$ cat config.mk
export PLATFORM = sky130hd
export DESIGN_NAME = hazard_ctrl_flat
export DESIGN_NICKNAME = d
export VERILOG_FILES = /design/src/rtl/hazard_ctrl_if.sv /design/src/rtl/hazard_ctrl.sv /design/src/flat_wrapper.sv
export SDC_FILE = /design/constraint.sdc
export NUM_CORES = 1
export LEC_CHECK = 0
export CAP_MARGIN = 20
export CORE_ASPECT_RATIO = 1.5
export CORE_MARGIN = 1
export CORE_UTILIZATION = 39
export CTS_CLUSTER_SIZE = 10
export DETAILED_ROUTE_END_ITERATION = 8
export GPL_TIMING_DRIVEN = 0
export PLACE_DENSITY = 0.89
export SYNTH_ARGS = -nofsm -noshare
export SYNTH_HDL_FRONTEND = slang
export SYNTH_SLANG_ARGS = --single-unit
$ cat constraint.sdc
create_clock -name clk -period 3.6 [get_ports clk]
set_clock_uncertainty 0.15 [all_clocks]
set_input_delay 0.72 -clock clk [delete_from_list [all_inputs] [get_ports clk]]
set_output_delay 0.72 -clock clk [all_outputs]
set_load 0.01 [all_outputs]
$ cat src/rtl/hazard_ctrl_if.sv
// Hazard controller bundle: pipeline status in, hold/flush/redirect controls out.
// The controller uses the slave modport; the pipeline side uses master.
interface hazard_ctrl_if #(
    parameter int unsigned NUM_RD     = 2,
    parameter int unsigned REG_ADDR_W = 5,
    parameter int unsigned ADDR_W     = 32,
    parameter int unsigned PERF_W     = 32
);
    logic                         ex_valid_i;
    logic [6:0]                   ex_opcode_i;
    logic [REG_ADDR_W-1:0]        ex_waddr_i;
    logic                         jump_flag_i;
    logic [ADDR_W-1:0]            jump_addr_i;
    logic                         div_start_i;
    logic                         id_valid_i;
    logic [NUM_RD*REG_ADDR_W-1:0] id_raddr_i;
    logic [NUM_RD-1:0]            id_rden_i;
    logic                         ext_hold_i;

    logic                         pc_hold_o;
    logic                         if_id_hold_o;
    logic                         id_ex_hold_o;
    logic                         if_id_flush_o;
    logic                         id_ex_flush_o;
    logic                         pc_jump_o;
    logic [ADDR_W-1:0]            pc_jump_addr_o;
    logic                         div_kill_o;
    logic [PERF_W-1:0]            stall_cnt_o;

    modport master (
        output ex_valid_i, ex_opcode_i, ex_waddr_i, jump_flag_i, jump_addr_i,
               div_start_i, id_valid_i, id_raddr_i, id_rden_i, ext_hold_i,
        input  pc_hold_o, if_id_hold_o, id_ex_hold_o, if_id_flush_o, id_ex_flush_o,
               pc_jump_o, pc_jump_addr_o, div_kill_o, stall_cnt_o
    );

    modport slave (
        input  ex_valid_i, ex_opcode_i, ex_waddr_i, jump_flag_i, jump_addr_i,
               div_start_i, id_valid_i, id_raddr_i, id_rden_i, ext_hold_i,
        output pc_hold_o, if_id_hold_o, id_ex_hold_o, if_id_flush_o, id_ex_flush_o,
               pc_jump_o, pc_jump_addr_o, div_kill_o, stall_cnt_o
    );
endinterface

$ cat src/rtl/hazard_ctrl.sv
// Pipeline hazard/redirect controller: load-use and divide stalls, jump redirect
// with multi-cycle fetch flush, external hold, and a saturating stall counter.
module hazard_ctrl #(
    parameter int unsigned NUM_RD     = 2,
    parameter int unsigned REG_ADDR_W = 5,
    parameter int unsigned ADDR_W     = 32,
    parameter int unsigned LOAD_LAT   = 1,
    parameter int unsigned DIV_LAT    = 32,
    parameter int unsigned FLUSH_CYC  = 1,
    parameter int unsigned PERF_W     = 32
) (
    input  logic         clk,
    input  logic         rst_n,
    hazard_ctrl_if.slave bus
);
    localparam logic [6:0]  INST_TYPE_L = 7'b0000011;
    localparam int unsigned MAX_A       = (LOAD_LAT > DIV_LAT) ? LOAD_LAT : DIV_LAT;
    localparam int unsigned MAX_LAT     = (MAX_A > FLUSH_CYC) ? MAX_A : FLUSH_CYC;
    localparam int unsigned CNT_W       = $clog2(MAX_LAT + 1);
    localparam logic [CNT_W-1:0] LD_INIT  = CNT_W'(LOAD_LAT - 1);
    localparam logic [CNT_W-1:0] DIV_INIT = CNT_W'(DIV_LAT - 1);
    localparam logic [CNT_W-1:0] FL_INIT  = CNT_W'(FLUSH_CYC - 1);

    typedef enum logic [1:0] {StIdle, StLdStall, StDivBusy, StFlush} state_e;

    state_e            r_state;
    logic [CNT_W-1:0]  r_cnt;
    logic [PERF_W-1:0] r_stall_cnt;

    logic              w_match;
    logic              w_load_use;
    logic              w_pc_hold;
    logic              w_if_id_hold;
    logic              w_id_ex_hold;
    logic              w_if_id_flush;
    logic              w_id_ex_flush;
    logic              w_pc_jump;
    logic              w_div_kill;
    logic [ADDR_W-1:0] w_jump_addr;

    always_comb begin
        w_match = 1'b0;
        for (int i = 0; i < int'(NUM_RD); i++) begin
            if (bus.id_rden_i[i] &&
                bus.id_raddr_i[i*REG_ADDR_W +: REG_ADDR_W] == bus.ex_waddr_i) begin
                w_match = 1'b1;
            end
        end
        // x0 is hardwired, so a load targeting it can never feed a consumer
        w_load_use = w_match && bus.ex_valid_i && bus.id_valid_i &&
                     (bus.ex_opcode_i == INST_TYPE_L) && (bus.ex_waddr_i != '0);
    end

    always_comb begin
        w_pc_hold     = 1'b0;
        w_if_id_hold  = 1'b0;
        w_id_ex_hold  = 1'b0;
        w_if_id_flush = 1'b0;
        w_id_ex_flush = 1'b0;
        w_pc_jump     = 1'b0;
        w_div_kill    = 1'b0;
        if (bus.ext_hold_i) begin
            w_pc_hold    = 1'b1;
            w_if_id_hold = 1'b1;
            w_id_ex_hold = 1'b1;
        end else if (bus.jump_flag_i) begin
            w_pc_jump     = 1'b1;
            w_if_id_flush = 1'b1;
            w_id_ex_flush = 1'b1;
            w_div_kill    = (r_state == StDivBusy);
        end else begin
            unique case (r_state)
                StDivBusy: begin
                    w_pc_hold    = 1'b1;
                    w_if_id_hold = 1'b1;
                    w_id_ex_hold = 1'b1;
                end
                StLdStall: begin
                    w_pc_hold     = 1'b1;
                    w_if_id_hold  = 1'b1;
                    w_id_ex_flush = 1'b1;
                end
                StFlush: w_if_id_flush = 1'b1;
                default: begin
                    // a divide issuing from EX cannot also be the load
                    if (!bus.div_start_i && w_load_use) begin
                        w_pc_hold     = 1'b1;
                        w_if_id_hold  = 1'b1;
                        w_id_ex_flush = 1'b1;
                    end
                end
            endcase
        end
    end

    always_ff @(posedge clk or negedge rst_n) begin
        if (!rst_n) begin
            r_state     <= StIdle;
            r_cnt       <= '0;
            r_stall_cnt <= '0;
        end else begin
            if (w_pc_hold && (r_stall_cnt != '1)) begin
                r_stall_cnt <= r_stall_cnt + PERF_W'(1);
            end
            if (!bus.ext_hold_i) begin
                if (bus.jump_flag_i) begin
                    if (FLUSH_CYC > 1) begin
                        r_state <= StFlush;
                        r_cnt   <= FL_INIT;
                    end else begin
                        r_state <= StIdle;
                        r_cnt   <= '0;
                    end
                end else if (r_state == StIdle) begin
                    if (bus.div_start_i) begin
                        r_state <= StDivBusy;
                        r_cnt   <= DIV_INIT;
                    end else if (w_load_use && (LOAD_LAT > 1)) begin
                        r_state <= StLdStall;
                        r_cnt   <= LD_INIT;
                    end
                end else if (r_cnt <= CNT_W'(1)) begin
                    r_state <= StIdle;
                    r_cnt   <= '0;
                end else begin
                    r_cnt <= r_cnt - CNT_W'(1);
                end
            end
        end
    end

    assign w_jump_addr        = bus.jump_addr_i;
    assign bus.pc_hold_o      = w_pc_hold;
    assign bus.if_id_hold_o   = w_if_id_hold;
    assign bus.id_ex_hold_o   = w_id_ex_hold;
    assign bus.if_id_flush_o  = w_if_id_flush;
    assign bus.id_ex_flush_o  = w_id_ex_flush;
    assign bus.pc_jump_o      = w_pc_jump;
    assign bus.pc_jump_addr_o = w_jump_addr;
    assign bus.div_kill_o     = w_div_kill;
    assign bus.stall_cnt_o    = r_stall_cnt;
endmodule

$ cat src/flat_wrapper.sv
// flat-port wrapper written by rule: the top's interface ports become plain ports
module hazard_ctrl_flat 
#(
    parameter int unsigned NUM_RD     = 2,
    parameter int unsigned REG_ADDR_W = 5,
    parameter int unsigned ADDR_W     = 32,
    parameter int unsigned LOAD_LAT   = 1,
    parameter int unsigned DIV_LAT    = 32,
    parameter int unsigned FLUSH_CYC  = 1,
    parameter int unsigned PERF_W     = 32
)
  (clk, rst_n, bus_ex_valid_i, bus_ex_opcode_i, bus_ex_waddr_i, bus_jump_flag_i, bus_jump_addr_i, bus_div_start_i, bus_id_valid_i, bus_id_raddr_i, bus_id_rden_i, bus_ext_hold_i, bus_pc_hold_o, bus_if_id_hold_o, bus_id_ex_hold_o, bus_if_id_flush_o, bus_id_ex_flush_o, bus_pc_jump_o, bus_pc_jump_addr_o, bus_div_kill_o, bus_stall_cnt_o);
  hazard_ctrl_if #(.NUM_RD(NUM_RD), .REG_ADDR_W(REG_ADDR_W), .ADDR_W(ADDR_W), .PERF_W(PERF_W)) bus_i ();
  input  logic clk;
  input  logic rst_n;
  input wire logic [$bits(bus_i.ex_valid_i)-1:0] bus_ex_valid_i;
  input wire logic [$bits(bus_i.ex_opcode_i)-1:0] bus_ex_opcode_i;
  input wire logic [$bits(bus_i.ex_waddr_i)-1:0] bus_ex_waddr_i;
  input wire logic [$bits(bus_i.jump_flag_i)-1:0] bus_jump_flag_i;
  input wire logic [$bits(bus_i.jump_addr_i)-1:0] bus_jump_addr_i;
  input wire logic [$bits(bus_i.div_start_i)-1:0] bus_div_start_i;
  input wire logic [$bits(bus_i.id_valid_i)-1:0] bus_id_valid_i;
  input wire logic [$bits(bus_i.id_raddr_i)-1:0] bus_id_raddr_i;
  input wire logic [$bits(bus_i.id_rden_i)-1:0] bus_id_rden_i;
  input wire logic [$bits(bus_i.ext_hold_i)-1:0] bus_ext_hold_i;
  output wire logic [$bits(bus_i.pc_hold_o)-1:0] bus_pc_hold_o;
  output wire logic [$bits(bus_i.if_id_hold_o)-1:0] bus_if_id_hold_o;
  output wire logic [$bits(bus_i.id_ex_hold_o)-1:0] bus_id_ex_hold_o;
  output wire logic [$bits(bus_i.if_id_flush_o)-1:0] bus_if_id_flush_o;
  output wire logic [$bits(bus_i.id_ex_flush_o)-1:0] bus_id_ex_flush_o;
  output wire logic [$bits(bus_i.pc_jump_o)-1:0] bus_pc_jump_o;
  output wire logic [$bits(bus_i.pc_jump_addr_o)-1:0] bus_pc_jump_addr_o;
  output wire logic [$bits(bus_i.div_kill_o)-1:0] bus_div_kill_o;
  output wire logic [$bits(bus_i.stall_cnt_o)-1:0] bus_stall_cnt_o;
  assign bus_i.ex_valid_i = bus_ex_valid_i;
  assign bus_i.ex_opcode_i = bus_ex_opcode_i;
  assign bus_i.ex_waddr_i = bus_ex_waddr_i;
  assign bus_i.jump_flag_i = bus_jump_flag_i;
  assign bus_i.jump_addr_i = bus_jump_addr_i;
  assign bus_i.div_start_i = bus_div_start_i;
  assign bus_i.id_valid_i = bus_id_valid_i;
  assign bus_i.id_raddr_i = bus_id_raddr_i;
  assign bus_i.id_rden_i = bus_id_rden_i;
  assign bus_i.ext_hold_i = bus_ext_hold_i;
  assign bus_pc_hold_o = bus_i.pc_hold_o;
  assign bus_if_id_hold_o = bus_i.if_id_hold_o;
  assign bus_id_ex_hold_o = bus_i.id_ex_hold_o;
  assign bus_if_id_flush_o = bus_i.if_id_flush_o;
  assign bus_id_ex_flush_o = bus_i.id_ex_flush_o;
  assign bus_pc_jump_o = bus_i.pc_jump_o;
  assign bus_pc_jump_addr_o = bus_i.pc_jump_addr_o;
  assign bus_div_kill_o = bus_i.div_kill_o;
  assign bus_stall_cnt_o = bus_i.stall_cnt_o;
  hazard_ctrl #(.NUM_RD(NUM_RD), .REG_ADDR_W(REG_ADDR_W), .ADDR_W(ADDR_W), .LOAD_LAT(LOAD_LAT), .DIV_LAT(DIV_LAT), .FLUSH_CYC(FLUSH_CYC), .PERF_W(PERF_W)) u_core (.clk(clk), .rst_n(rst_n), .bus(bus_i));
endmodule
==> flow_summary.json <==
{
  "period_needed_ns": 3.53,
  "drive_gt1_share_pct": 17.7,
  "worstPathArrival_ns": 2.66,
  "synthFlopType": "dfrtp_1",
  "synth_area_leaders": "dfrtp_1, buf_4, xnor2_1",
  "seqPwrFrac_pct": 44.7,
  "synthArstFlopShare_pct": 100,
  "clock-root-buffer": "clkbuf_8",
  "insertion_delay_ns": 0.29,
  "num_io_pins": 134,
  "syn_area_per_cell_um2": 9.62,
  "criticalPathCategory": "input pin to output pin",
  "drv_cap": 0,
  "grt_remaining_overflow": 0,
  "worstSetupStartpointType": "input pin",
  "syn2layout_area_growth_pct": 51.0,
  "worstPathRequired_ns": 2.73,
  "hp-class": "register to register",
  "dp_hpwl_um": 4650,
  "p_int_mw": 0.893,
  "fin_crit_sh_pct": 98.0,
  "insertedDiodeCount": 0,
  "hold_viol": 0,
  "synth-seq-cells": 39,
  "drc": 0,
  "cts_tree": "done",
  "clock_sinks": 39,
  "p_sw_mw": 0.402,
  "portBuffers": 101,
  "syn-num-nets": 322,
  "grt_usage_pct": 19.1,
  "clk_pin_slew_ns": 0.07,
  "p_clk_share_pct": 22.0,
  "dp_slack_ns": -0.908,
  "num_rows": 35,
  "cts_buffer_depth": 2,
  "synth_seq_area_share_pct": 39.6,
  "die_area_um2": 6640,
  "final_util_pct": 60.7,
  "cp_max_fo": 3,
  "final_cell_mix": "clkdlybuf4s50_1, buf_4, dfrtp_1",
  "fillers": 542,
  "h-tree-depth": 2,
  "start_util_pct": 40.2,
  "status": "finished, final reports clean",
  "worstMarginPinSlew_ns": 0.862,
  "grt_pass1_vias": 2210,
  "setup_violations": 0,
  "final_common_cell": "clkdlybuf4s50_1",
  "num-nets-final": 438,
  "viasPerCell": 5.13,
  "synth_top_area_share_pct": 39.6,
  "synth.largest_area_cell": "dfrtp_1",
  "ctsHoldBuffers": 0,
  "grt_pass1_wl_um": 9670,
  "slew_headroom_pct": 42.6,
  "die_x_um": 66.9,
  "synthCells": 256,
  "grt_max_degree": 40,
  "total_power_mw": 1.29,
  "die_y_um": 99.3,
  "swShare_pct": 31.1,
  "fmax_mhz": 283,
  "antenna_found_initial": 0,
  "ir_drop_mv": 0.157,
  "drtPass1Iterations": 4,
  "synth_edf_count": 0,
  "syn-cell-area_um2": 2460,
  "via_count": 2293,
  "p_leak_nw": 1.59,
  "dp.cells": 431,
  "final_cell_count_no_fill": 447,
  "stdcell_area_um2": 3720,
  "layout_setup_ws_ns": 0.0704,
  "fp.coreArea_um2": 6130,
  "cts-buffers-inserted": 5,
  "placed_area_um2": 3560,
  "drt_iter0_markers": 101,
  "wl_per_cell_um": 13.7,
  "wirelength_um": 6140,
  "power.density_nw_per_um2": 348,
  "endpoint_kind": "output pin",
  "synth_cell_types": 38,
  "place_congestion": 0.867,
  "rsz0062_at_grt": "false",
  "drv_slew": 0,
  "pwr-share-comb_pct": 33.2,
  "ant_nets": 0,
  "yosysWarningCount": 0
}
-- state kept, by name (all words and copies together) (netlist names) --
| signal | cells |
|---|---|
| u_core.bus.stall_cnt_o | 32 |
| u_core.r_state | 1 |
| u_core.r_cnt | 6 |
-- metal layers --
layer | up-vias | global-route usage [%] | share of wire (%)
li1 | 1084 | - | -
met1 | 1059 | 18.7 | 35
met2 | 141 | 35.4 | 53
met3 | 9 | 5.50 | 9.8
met4 | 0 | 9.17 | 1.9
met5 | - | 0 | 0
-- final cells by class --
cell class,count,area [um2],share of cell area (%)
timing repair buffer,110,1070,28.9
clock buffer,7,76.3,2.05
clock inverter,1,5.00,0.135
multi-input combinational,171,1180,31.8
buffer,38,285,7.67
sequential,39,976,26.2
inverter,7,26.3,0.707
tap,74,92.6,2.49
-- final timing paths --
path | startpoint | endpoint | slack [ns] | depth (start not counted)
worst max-delay path | bus_div_start_i | bus_pc_hold_o | 0.07 | 8
worst min-delay path | u_core.bus.stall_cnt_o[17] | u_core.bus.stall_cnt_o[17] | 0.34 | 1
worst max register to register | u_core.bus.stall_cnt_o[0] | u_core.bus.stall_cnt_o[19] | 0.87 | 7
worst min register to register | u_core.bus.stall_cnt_o[17] | u_core.bus.stall_cnt_o[17] | 0.34 | 1
max in group asynchronous | rst_n | u_core.bus.stall_cnt_o[3] | 2.38 | 1
min in group asynchronous | rst_n | u_core.bus.stall_cnt_o[10] | 0.39 | 1
-- cells by family after synthesis --
| group | synth area share, % |
|---|---|
| flops | 39.6 |
| buf+inv | 12.8 |
| fa+ha+maj | 1.52 |
| compound gates | 6.66 |
| mux | 0.915 |
| simple gates | 24.6 |
| xor+xnor | 13.9 |
-- metrics by stage --
| step | setup TNS [ns] | hold WS [ns] |
|---|---|---|
| CTS | 0 | 0.344 |
| finish | 0 | 0.341 |
| floorplan | 0 | 0.274 |
| global placement | -2.07 | 0.323 |
| detailed placement | -2.13 | 0.334 |
| global route | 0 | 0.366 |
-- worst max-delay path: stages --
cell and delay [ns]:
dlygate4sd2_1 0.24, or4_1 0.52, or4_4 0.57, a21oi_4 0.17, a31oi_4 0.12, inv_2 0.12
buf_6 0.10, buf_6 0.08
-- repair_timing --
action / in CTS / in global routing
resized for setup: 20 / 4
pin swaps: 3 / 4
setup buffers: 7 / 2
endpoints found under the setup margin: 3 / 3
-- power by group through the flow --
stage / combinational (mW) / sequential, mW / clock, mW
floorplan: 0.183 / 0.593 / 0
global placement: 0.412 / 0.584 / 0
detailed placement: 0.419 / 0.587 / 0
CTS: 0.433 / 0.578 / 0.293
global route: 0.466 / 0.589 / 0.315
finish: 0.430 / 0.579 / 0.285
-- cells in the mapped netlist (all sizes together) (2+ instances only) --
library cell  number
a31oi              3
nor3               9
or2                2
o21ai              2
xnor2             25
nor2b              3
clkbuf             2
nor3b              3
dfrtp             39
a21o               2
nand3              6
inv                7
or4                3
nand2             18
nand4             15
or3                6
nor4               6
buf               37
and3               4
nor2              20
mux2               2
a21oi              9
nor4b              2
xor2              14
and4               4
ha                 3
o22a               3
Note: power is estimated with default switching activity, not from simulation.
